[config.mk]
export PLATFORM = sky130hd
export DESIGN_NAME = coalescing_write_buffer
export DESIGN_NICKNAME = d
export VERILOG_FILES = /design/src/rtl/coalescing_write_buffer.sv
export SDC_FILE = /design/constraint.sdc
export NUM_CORES = 1
export LEC_CHECK = 0
export CORE_MARGIN = 4
export CORE_UTILIZATION = 64
export DETAILED_ROUTE_END_ITERATION = 8
export GPL_TIMING_DRIVEN = 0
export MAX_ROUTING_LAYER = met4
export PLACE_DENSITY = 0.84
export SLEW_MARGIN = 20
export SYNTH_ARGS = -nofsm -noshare
export SYNTH_HDL_FRONTEND = slang
export SYNTH_SLANG_ARGS = --single-unit
export TNS_END_PERCENT = 10
[constraint.sdc]
create_clock -name clk -period 8.9 [get_ports clk]
set_clock_uncertainty 0.1 [all_clocks]
set_input_delay 2.67 -clock clk [delete_from_list [all_inputs] [get_ports clk]]
set_output_delay 2.67 -clock clk [all_outputs]
set_load 0.02 [all_outputs]
[src/rtl/coalescing_write_buffer.sv]
// rtl/coalescing_write_buffer.sv - circular write buffer that merges writes to the newest entry and forwards bytes
module coalescing_write_buffer #(
  parameter int DEPTH = 4,
  parameter int AW    = 30,
  parameter int DW    = 32,
  localparam int BW   = DW / 8,
  localparam int CW   = $clog2(DEPTH) + 1
) (
  input  logic          clk,
  input  logic          reset,
  input  logic [AW-1:0] adr,
  input  logic [DW-1:0] data,
  input  logic [BW-1:0] byteen,
  input  logic          en,
  output logic          done,
  input  logic          flush,
  input  logic [AW-1:0] radr,
  output logic          rhit,
  output logic [DW-1:0] rdata,
  output logic [BW-1:0] rbyteen,
  output logic [AW-1:0] memadr,
  output logic [DW-1:0] memdata,
  output logic [BW-1:0] membyteen,
  output logic          memen,
  input  logic          memdone,
  output logic          empty,
  output logic [CW-1:0] count
);

  localparam int PW = $clog2(DEPTH);

  logic [AW-1:0] ent_adr  [DEPTH];
  logic [DW-1:0] ent_data [DEPTH];
  logic [BW-1:0] ent_be   [DEPTH];
  logic [PW-1:0] head, tail, last;
  logic          merge, accept, do_merge, do_alloc, pop;

  // The head may be in flight to memory, so merging needs at least two entries.
  assign last     = tail - PW'(1);
  assign merge    = (count >= CW'(2)) && (ent_adr[last] == adr);
  assign done     = ~flush & ~((count == CW'(DEPTH)) & ~merge);
  assign accept   = en & done & (|byteen);
  assign do_merge = accept & merge;
  assign do_alloc = accept & ~merge;
  assign pop      = memen & memdone;

  assign memen     = (count != '0);
  assign empty     = (count == '0);
  assign memadr    = ent_adr[head];
  assign memdata   = ent_data[head];
  assign membyteen = ent_be[head];

  always_ff @(posedge clk or negedge reset) begin
    if (!reset) begin
      head  <= '0;
      tail  <= '0;
      count <= '0;
      for (int i = 0; i < DEPTH; i++) begin
        ent_adr[i]  <= '0;
        ent_data[i] <= '0;
        ent_be[i]   <= '0;
      end
    end else begin
      if (do_alloc) begin
        ent_adr[tail]  <= adr;
        ent_data[tail] <= data;
        ent_be[tail]   <= byteen;
        tail           <= tail + PW'(1);
      end
      if (do_merge) begin
        for (int l = 0; l < BW; l++)
          if (byteen[l]) ent_data[last][8*l +: 8] <= data[8*l +: 8];
        ent_be[last] <= ent_be[last] | byteen;
      end
      if (pop) head <= head + PW'(1);
      count <= count + CW'(do_alloc) - CW'(pop);
    end
  end

  // Walk oldest to newest so a newer matching entry overrides each lane it enables.
  always_comb begin
    rhit    = 1'b0;
    rbyteen = '0;
    rdata   = '0;
    for (int i = 0; i < DEPTH; i++) begin
      if ((CW'(i) < count) && (ent_adr[head + PW'(i)] == radr)) begin
        rhit    = 1'b1;
        rbyteen = rbyteen | ent_be[head + PW'(i)];
        for (int l = 0; l < BW; l++)
          if (ent_be[head + PW'(i)][l])
            rdata[8*l +: 8] = ent_data[head + PW'(i)][8*l +: 8];
      end
    end
  end

endmodule
Word-level counts from Yosys, hierarchy flattened --
Index checks and enable logic that the tools add are counted.
Word-level totals: word-level logic and storage cells 176, bits in registers 271, output and inout port bits 109, input port bits 101
Cells by class: bitwise logic cells 20, $lt $le $gt $ge 13, reductions and logical operators 10, $add $sub $neg 7, equal/unequal tests 6, mux-type cells 105
Operators by type and width (count):
- $mux 128 | 9
- $bwmux 128 | 5
- $mux 32 | 14
- $mux 30 | 11
- $demux 32 s2 | 5
- $bmux 30 s2 | 5
- $bmux 32 s2 | 4
- $eq 30x30->1 | 5
- $mux 8 | 17
- $bwmux 120 | 1
- $mux 4 | 16
- $demux 30 s2 | 1
- $mux 16 | 3
- $bmux 4 s2 | 5
- $bwmux 16 | 2
- $mux 24 | 1
- $ge 3x3->1 const B | 6
- $not 2->3 | 6
- $demux 4 s2 | 2
- $or 4x4->4 | 4
- $and 1x1->1 | 7
- $logic_and 1x1->1 | 7
- $lt 1x3->1 const A | 2
- $lt 2x3->1 const A | 2
- other kinds (13) | 21

Depth between registers and ports, before layout --
Gate-level depths: netlist of the first run.
depth after elaboration 27, gate-level depth with buffers 17, depth with buffers taken out 13

Worst setup path after synthesis of the first run --
OpenSTA, ideal clock, no wires.
path type input port to output port, start point in radr[23], end point out rdata[31], slack 0.850 ns, cell stages on the path 10, buffers on the path 2, data arrival time 5.280 ns, cell sequence clkbuf_1 -> inv_1 -> a222oi_1 -> a41oi_1 -> nor4b_2 -> nand4_1 -> a32oi_2 -> buf_2 -> o21ai_0 -> a32oi_1
On the way: word-level cells in the longest chain between the ends 9
RTL lines:
- start: declaration | RTL line 17 | input logic [AW-1:0] radr,
- $eq 30x30->1 | RTL line 86 | if ((CW'(i) < count) && (ent_adr[head + PW'(i)] == radr)) begin
- $logic_and 1x1->1 | RTL line 86
- $mux 32 | RTL line 86
- $mux 8 | RTL line 90 | if (ent_be[head + PW'(i)][l])
- $mux 32 | RTL line 86
- $mux 8 | RTL line 90
- $mux 32 | RTL line 86
- $mux 8 | RTL line 90
- $mux 32 (*) | RTL line 86
- end: declaration | RTL line 19 | output logic [DW-1:0] rdata,
Every way passes the cells marked *; elsewhere a longest branch is shown, timed or not.

Final worst setup path of the first run --
start point in radr[15], end point out rdata[0]
Same word-level chain as after synthesis.

==> results of run 1 <==
## flip-flops by register name, summed over array words and instances (netlist names)
signal,count
ent_data,128
ent_adr,120
ent_be,16
count,3
head,2
tail,2
## synthesized netlist by cell type (11+ instances only)
cell        n  area share, %
dfrtp_1   271             32
mux2_2    252             13
mux2i_1   248             12
xnor2_1   122            5.0
nand3_1   103            2.4
nand2_1    96            1.7
mux4_2     90            9.4
a31oi_1    71            2.1
nor2_1     66            1.2
buf_2      62            1.4
o21ai_0    58            1.4
clkbuf_1   54           0.94
inv_1      38           0.66
nand4_1    35            1.0
a32oi_1    33            1.3
a21oi_1    26           0.61
or3b_2     24           0.98
mux2_1     18           0.94
xor2_1     17           0.69
o21bai_4   16            1.4
o22a_1     15           0.61
a22oi_1    13           0.45
o21ai_1    13           0.30
buf_1      12           0.21
buf_4      12           0.42
buf_6      12           0.63
ha_1       12           0.70
nand2b_1   11           0.32
## per-stage QoR
stage	setup TNS, ns	std cells	hold WS [ns]	power [mW]
floorplan	0	1970	0.380	7.42
global placement	-1627.93	2596	0.389	9.98
detailed placement	-50.54	2598	0.404	10.3
CTS	-0.223	2664	0.415	11.8
global route	-2.07	2666	0.436	12.6
finish	-1.85	2666	0.420	12.4
## worst paths after layout
| path | from | to | slack [ns] | cells past startpoint |
|---|---|---|---|---|
| max | radr[15] | rdata[0] | -0.16 | 13 |
| max reg2reg | tail[0]$_DFFE_PN0N_ | ent_data[75]$_DFF_PN0_ | 2.58 | 14 |
| min in group asynchronous | reset | ent_adr[45]$_DFFE_PN0P_ | 1.94 | 1 |
| min | ent_data[113]$_DFF_PN0_ | ent_data[113]$_DFF_PN0_ | 0.42 | 1 |
| min reg2reg | ent_data[113]$_DFF_PN0_ | ent_data[113]$_DFF_PN0_ | 0.42 | 1 |
| max in group asynchronous | reset | ent_data[22]$_DFF_PN0_ | 5.72 | 2 |
## repair_timing
item	in CTS	in global routing
pin swaps	10	5
setup buffers	11	0
resized for setup	106	38
hold endpoints to repair	0	0
endpoints found under the setup margin	38	35
## cell families (layout without fill, tap and decap cells)
family	Yosys count	after routing	share of synthesized area, %
fa+ha+maj	13	13	0.792
buf+inv	198	450	4.78
mux	610	610	35.3
other cells	0	2	0
compound gates	327	327	11.7
xor+xnor	139	139	5.67
simple gates	412	412	10.2
flops	271	271	31.6
## layout make-up
| type | count | area [sq um] | area share [%] |
|---|---|---|---|
| multi-input cells | 1501 | 14000 | 55.1 |
| flip-flops and latches | 271 | 6780 | 26.8 |
| repair buffers | 197 | 1940 | 7.65 |
| plain buffers | 157 | 930 | 3.67 |
| clock buffers | 42 | 877 | 3.46 |
| well taps | 442 | 553 | 2.18 |
| inverters | 40 | 160 | 0.632 |
| clock inverters | 14 | 141 | 0.558 |
| diodes | 2 | 5.00 | 0.0197 |
## metal layers
metal  global-route usage (%)  wire (um)
met3                     23.0      16700
met2                     71.8      39000
met5                        -          0
met4                     27.3       7180
met1                     64.8      31900
## cell usage in the layout (no fill, tap or decap), types with 9 or more instances in the layout
master | synthesis | routed
dlygate4sd2_1 | 0 | 23
clkdlybuf4s50_1 | 0 | 145
o21bai_4 | 16 | 16
buf_1 | 12 | 12
a31oi_1 | 71 | 70
a32oi_1 | 33 | 31
mux2_2 | 252 | 252
buf_6 | 12 | 14
nor2_1 | 66 | 66
buf_4 | 12 | 23
ha_1 | 12 | 11
buf_2 | 62 | 59
o21ai_0 | 58 | 56
clkdlybuf4s15_1 | 0 | 9
a21oi_1 | 26 | 25
nand2_1 | 96 | 96
xor2_1 | 17 | 17
nand4_1 | 35 | 35
mux2i_1 | 248 | 248
o22a_1 | 15 | 15
nand2b_1 | 11 | 11
clkbuf_2 | 0 | 12
o21ai_1 | 13 | 15
xnor2_1 | 122 | 117
clkbuf_1 | 54 | 43
mux4_2 | 90 | 90
mux2_1 | 18 | 18
nand3_1 | 103 | 103
inv_1 | 38 | 38
or3b_2 | 24 | 24
nor2b_1 | 10 | 10
dfrtp_1 | 271 | 271
clkbuf_16 | 0 | 31
## where the power goes
part / internal [mW] / switching [mW] / leakage [nW]
Clock: 0.747 / 0.570 / 0.493
Sequential: 1.85 / 0.851 / 3.26
Combinational: 3.43 / 4.92 / 6.53
Total: 6.03 / 6.34 / 10.3
==> out/qor.yml, run 1 <==
synth_seq_cells: 271
critPathMaxFanout: 10
cts_buffers: 30
grt_first_pass_wirelength_mm: 138
crit_family: "compound AO/OA/AOI/OAI gates"
grtUsageTotal_pct: 52.1
wl_per_cell_um: 35.5
ys_async_sr_fraction_pct: 100
slowest_stage: "a222oi_1"
cts_sinks: 271
min_path_type: "flop to flop"
fillCellCount: 1958
path_clk_slew_ns: 0.07
powerDensity_nw_per_um2: 488
placement_rows: 66
start_util_pct: 65.5
dr.pass1.iters: 9
die_h_um: 191
path_common_cell: "buf_4"
crit_chain: "clkdlybuf4s50_1, clkbuf_8, a222oi_1, a31oi_2, a2111oi_4, buf_4, buf_4, nand4_1, a22oi_2, clkbuf_4, o21ai_0, a32oi_1, dlygate4sd2_1"
ctsHoldBuffers: 0
stdcell_area_sq_um: 25300
cp_data_arrival_time_ns: 6.29
ys_seq_area_share_pct: 31.6
slew_viol_final: 0
cts_tree: "built"
ant_nets: 0
min_period_ns: 9.06
violations: "design-rule violations, negative setup slack"
synth_flop_cell: "dfrtp_1"
areaGrowthSynthToFinish_pct: 18.0
synthCells: 1970
rsz0062_at_grt: "true"
hold_violations: 0
io_buffer_count: 184
grt_max_degree: 106
maxCapViolations: 0
synthesis.area_sq_um: 21500
slew_headroom_pct: 18.8
crit_required_ns: 6.13
setup_viol: 27
status: "complete, but fails checks"
antenna_found_initial: 2
final_layout_size_suffix_gt1_share_pct: 27.6
worst_slack_ns: -0.162
synth_edf_count: 0
dpl_cell_area_sq_um: 23900
h-tree-depth: 1
p_leak_nw: 10.3
place_hpwl_mm: 66.8
dr.first_iter.drc_count: 3991
vias: 21500
finalCritPeriodShare_pct: 102
crit_buf_inv: 6
yosys_warnings: 0
die_area_sq_um: 36600
clock_path_buffers: 3
die_w_um: 191
fmax_mhz: 110
gr-total-overflow: 0
place_ws_ns: -1.58
fin_util_pct: 77.3
place_congestion: 1.11
clk_latency_ns: 0.59
drc: 17
grt_pass1_vias: 21500
cts_root_buf: "clkbuf_16"
ir_drop_mv: 0.386
core_sq_um: 32800
nets: 2312
path_class: "input pin to output port"
wl_mm: 94.7
ys_types: 84
vias_per_cell: 8.06
tightestPinTransition_ns: 1.18
cp-start-kind: "input pin"
avgSynthCellArea_sq_um: 10.9
max_stage_delay_ns: 0.49
syn-num-nets: 2084
end_kind: "output port"
io_pins: 210
No activity file was read; power rests on OpenSTA's default activity.
==> inputs of run 2 (changes only) <==
Settings changed: CORE_MARGIN 4 to 3, GPL_TIMING_DRIVEN 0 to default.
==> out/qor.yml, run 2 (synthesis gave the netlist of run 1 again) <==
final_cell_mix: "dfrtp_1, mux2_2, mux2i_1, clkdlybuf4s50_1, buf_4"
fin_util_pct: 78.1
slew_viol_final: 0
rrSetupSlack_ns: 3.89
cts_sinks: 271
path_clk_slew_ns: 0.05
r2r-end: "ent_data[35]$_DFF_PN0_"
dr.first_iter.drc_count: 2623
cts_root_buf: "clkbuf_16"
grt_pass1_vias: 18700
rsz0062_at_grt: "false"
powerDensity_nw_per_um2: 447
core_sq_um: 32800
p_leak_nw: 10.5
ir_drop_mv: 0.318
wl_mm: 70.2
use_met2_pct: 60.4
critPathMaxFanout: 9
start_util_pct: 65.5
areaGrowthSynthToFinish_pct: 19.2
regArea_sq_um: 6790
status: "completed"
ctsHoldBuffers: 0
grtUsageTotal_pct: 39.5
clock_path_buffers: 3
clk_latency_ns: 0.58
grt_most_used_layer: "met2"
cts_buffers: 31
fillCellCount: 2094
tightestPinTransition_ns: 1.09
end_kind: "output port"
tns_ns: 0
die_h_um: 189
slew_headroom_pct: 27.1
r2r-start: "tail[1]$_DFFE_PN0N_"
multiInputGateArea_sq_um: 13700
grt_first_pass_wirelength_mm: 109
worst_slack_ns: 0.0830
wl_per_cell_um: 26.3
dp_cells: 2617
place_hpwl_mm: 49.2
fmax_mhz: 113
antenna_found_initial: 1
final_layout_size_suffix_gt1_share_pct: 27.9
vias: 18800
path_class: "input pin to output port"
crit_required_ns: 6.13
min_path_type: "flop to flop"
use_met3_pct: 9.05
io_buffer_count: 209
regMostFlops: "ent_data"
die_w_um: 189
cp-endpoint: "rdata[0]"
hold_ws_ns: 0.412
cp-start-kind: "input pin"
ant_nets: 0
dr.pass1.iters: 8
die_area_sq_um: 35800
grt_use_met1_pct: 53.4
final_common_cell: "dfrtp_1"
placement_rows: 66
reg2regPathDepth: 11
drc: 0
finalCritPeriodShare_pct: 99.1
hold_violations: 0
h-tree-depth: 1
cts_tree: "built"
place_congestion: 1.16
min_period_ns: 8.82
place_ws_ns: -0.182
nets: 2323
io_pins: 210
grt_max_degree: 187
critPathLaunch: "radr[23]"
setup_viol: 0
largest_reg_flops: 128
maxCapViolations: 0
top_regs: "ent_data (128), ent_adr (120), ent_be (16)"
vias_per_cell: 7.07
gr-total-overflow: 0
stdcell_count: 2667
cp_data_arrival_time_ns: 6.05
run 2: cell types whose count changed in the layout (fill, tap and decap cells not counted), moves of 7 or more:
| cell | delta |
|---|---|
| clkdlybuf4s50_1 | +28 |
| buf_12 | +7 |
| clkdlybuf4s15_1 | -8 |
| clkbuf_4 | -8 |
| buf_4 | +120 |
| clkbuf_1 | -40 |
| buf_2 | -59 |
| clkbuf_2 | -12 |
| buf_1 | -12 |
| buf_6 | -13 |
run 2: through the flow:
stage               total power, mW  instance area (sq um)
floorplan                      7.42                  21500
global placement               9.56                  24500
detailed placement             9.83                  24500
CTS                            11.2                  25500
global route                   11.9                  25600
finish                         11.4                  25600
run 2: layer usage:
layer / vias up / routed length (um) / share of wire [%]
li1: 7968 / - / -
met1: 9415 / 27600 / 39
met2: 1250 / 32000 / 46
met3: 211 / 8250 / 12
met4: 0 / 2390 / 3.4
met5: - / 0 / 0
run 2: worst max-delay path: stages:
cell and delay (ns):
clkdlybuf4s50_1 0.49, buf_4 0.18, xnor2_1 0.20, nand4_1 0.16, nor4_2 0.33, buf_4 0.17, nand4_1 0.13, buf_4 0.21
nand2b_2 0.29, or3b_2 0.48, a32oi_1 0.33, dlygate4sd2_1 0.39
run 2: power by group:
group	switching, mW	internal (mW)
combinational	4.02	3.45
clock	0.516	0.792
sequential	0.807	1.86
total	5.34	6.10
run 2: worst min path at each step:
stage,start,end,slack [ns],cells past startpoint
after floorplan,ent_data[112]$_DFF_PN0_,ent_data[112]$_DFF_PN0_,0.38,1
final,ent_data[116]$_DFF_PN0_,ent_data[116]$_DFF_PN0_,0.41,1
after global routing,ent_data[74]$_DFF_PN0_,ent_data[74]$_DFF_PN0_,0.44,1
after CTS,ent_data[116]$_DFF_PN0_,ent_data[116]$_DFF_PN0_,0.41,1
after detailed placement,ent_data[116]$_DFF_PN0_,ent_data[116]$_DFF_PN0_,0.40,1
after global placement,ent_data[116]$_DFF_PN0_,ent_data[116]$_DFF_PN0_,0.39,1
run 2: layout make-up:
| class | instances | area share, % |
|---|---|---|
| multi-input combinational | 1501 | 53.5 |
| sequential | 271 | 26.5 |
| timing repair buffer | 364 | 13.2 |
| clock buffer | 40 | 3.40 |
| tap | 442 | 2.16 |
| inverter | 40 | 0.596 |
| clock inverter | 8 | 0.581 |
| antenna | 1 | 0.00977 |
run 2: what timing repair did:
item,4_1_cts,5_1_grt
gates resized for setup,35,12
buffers inserted,0,0
endpoints found under the hold margin,0,0
cloned,0,0
endpoints found under the setup margin,33,19
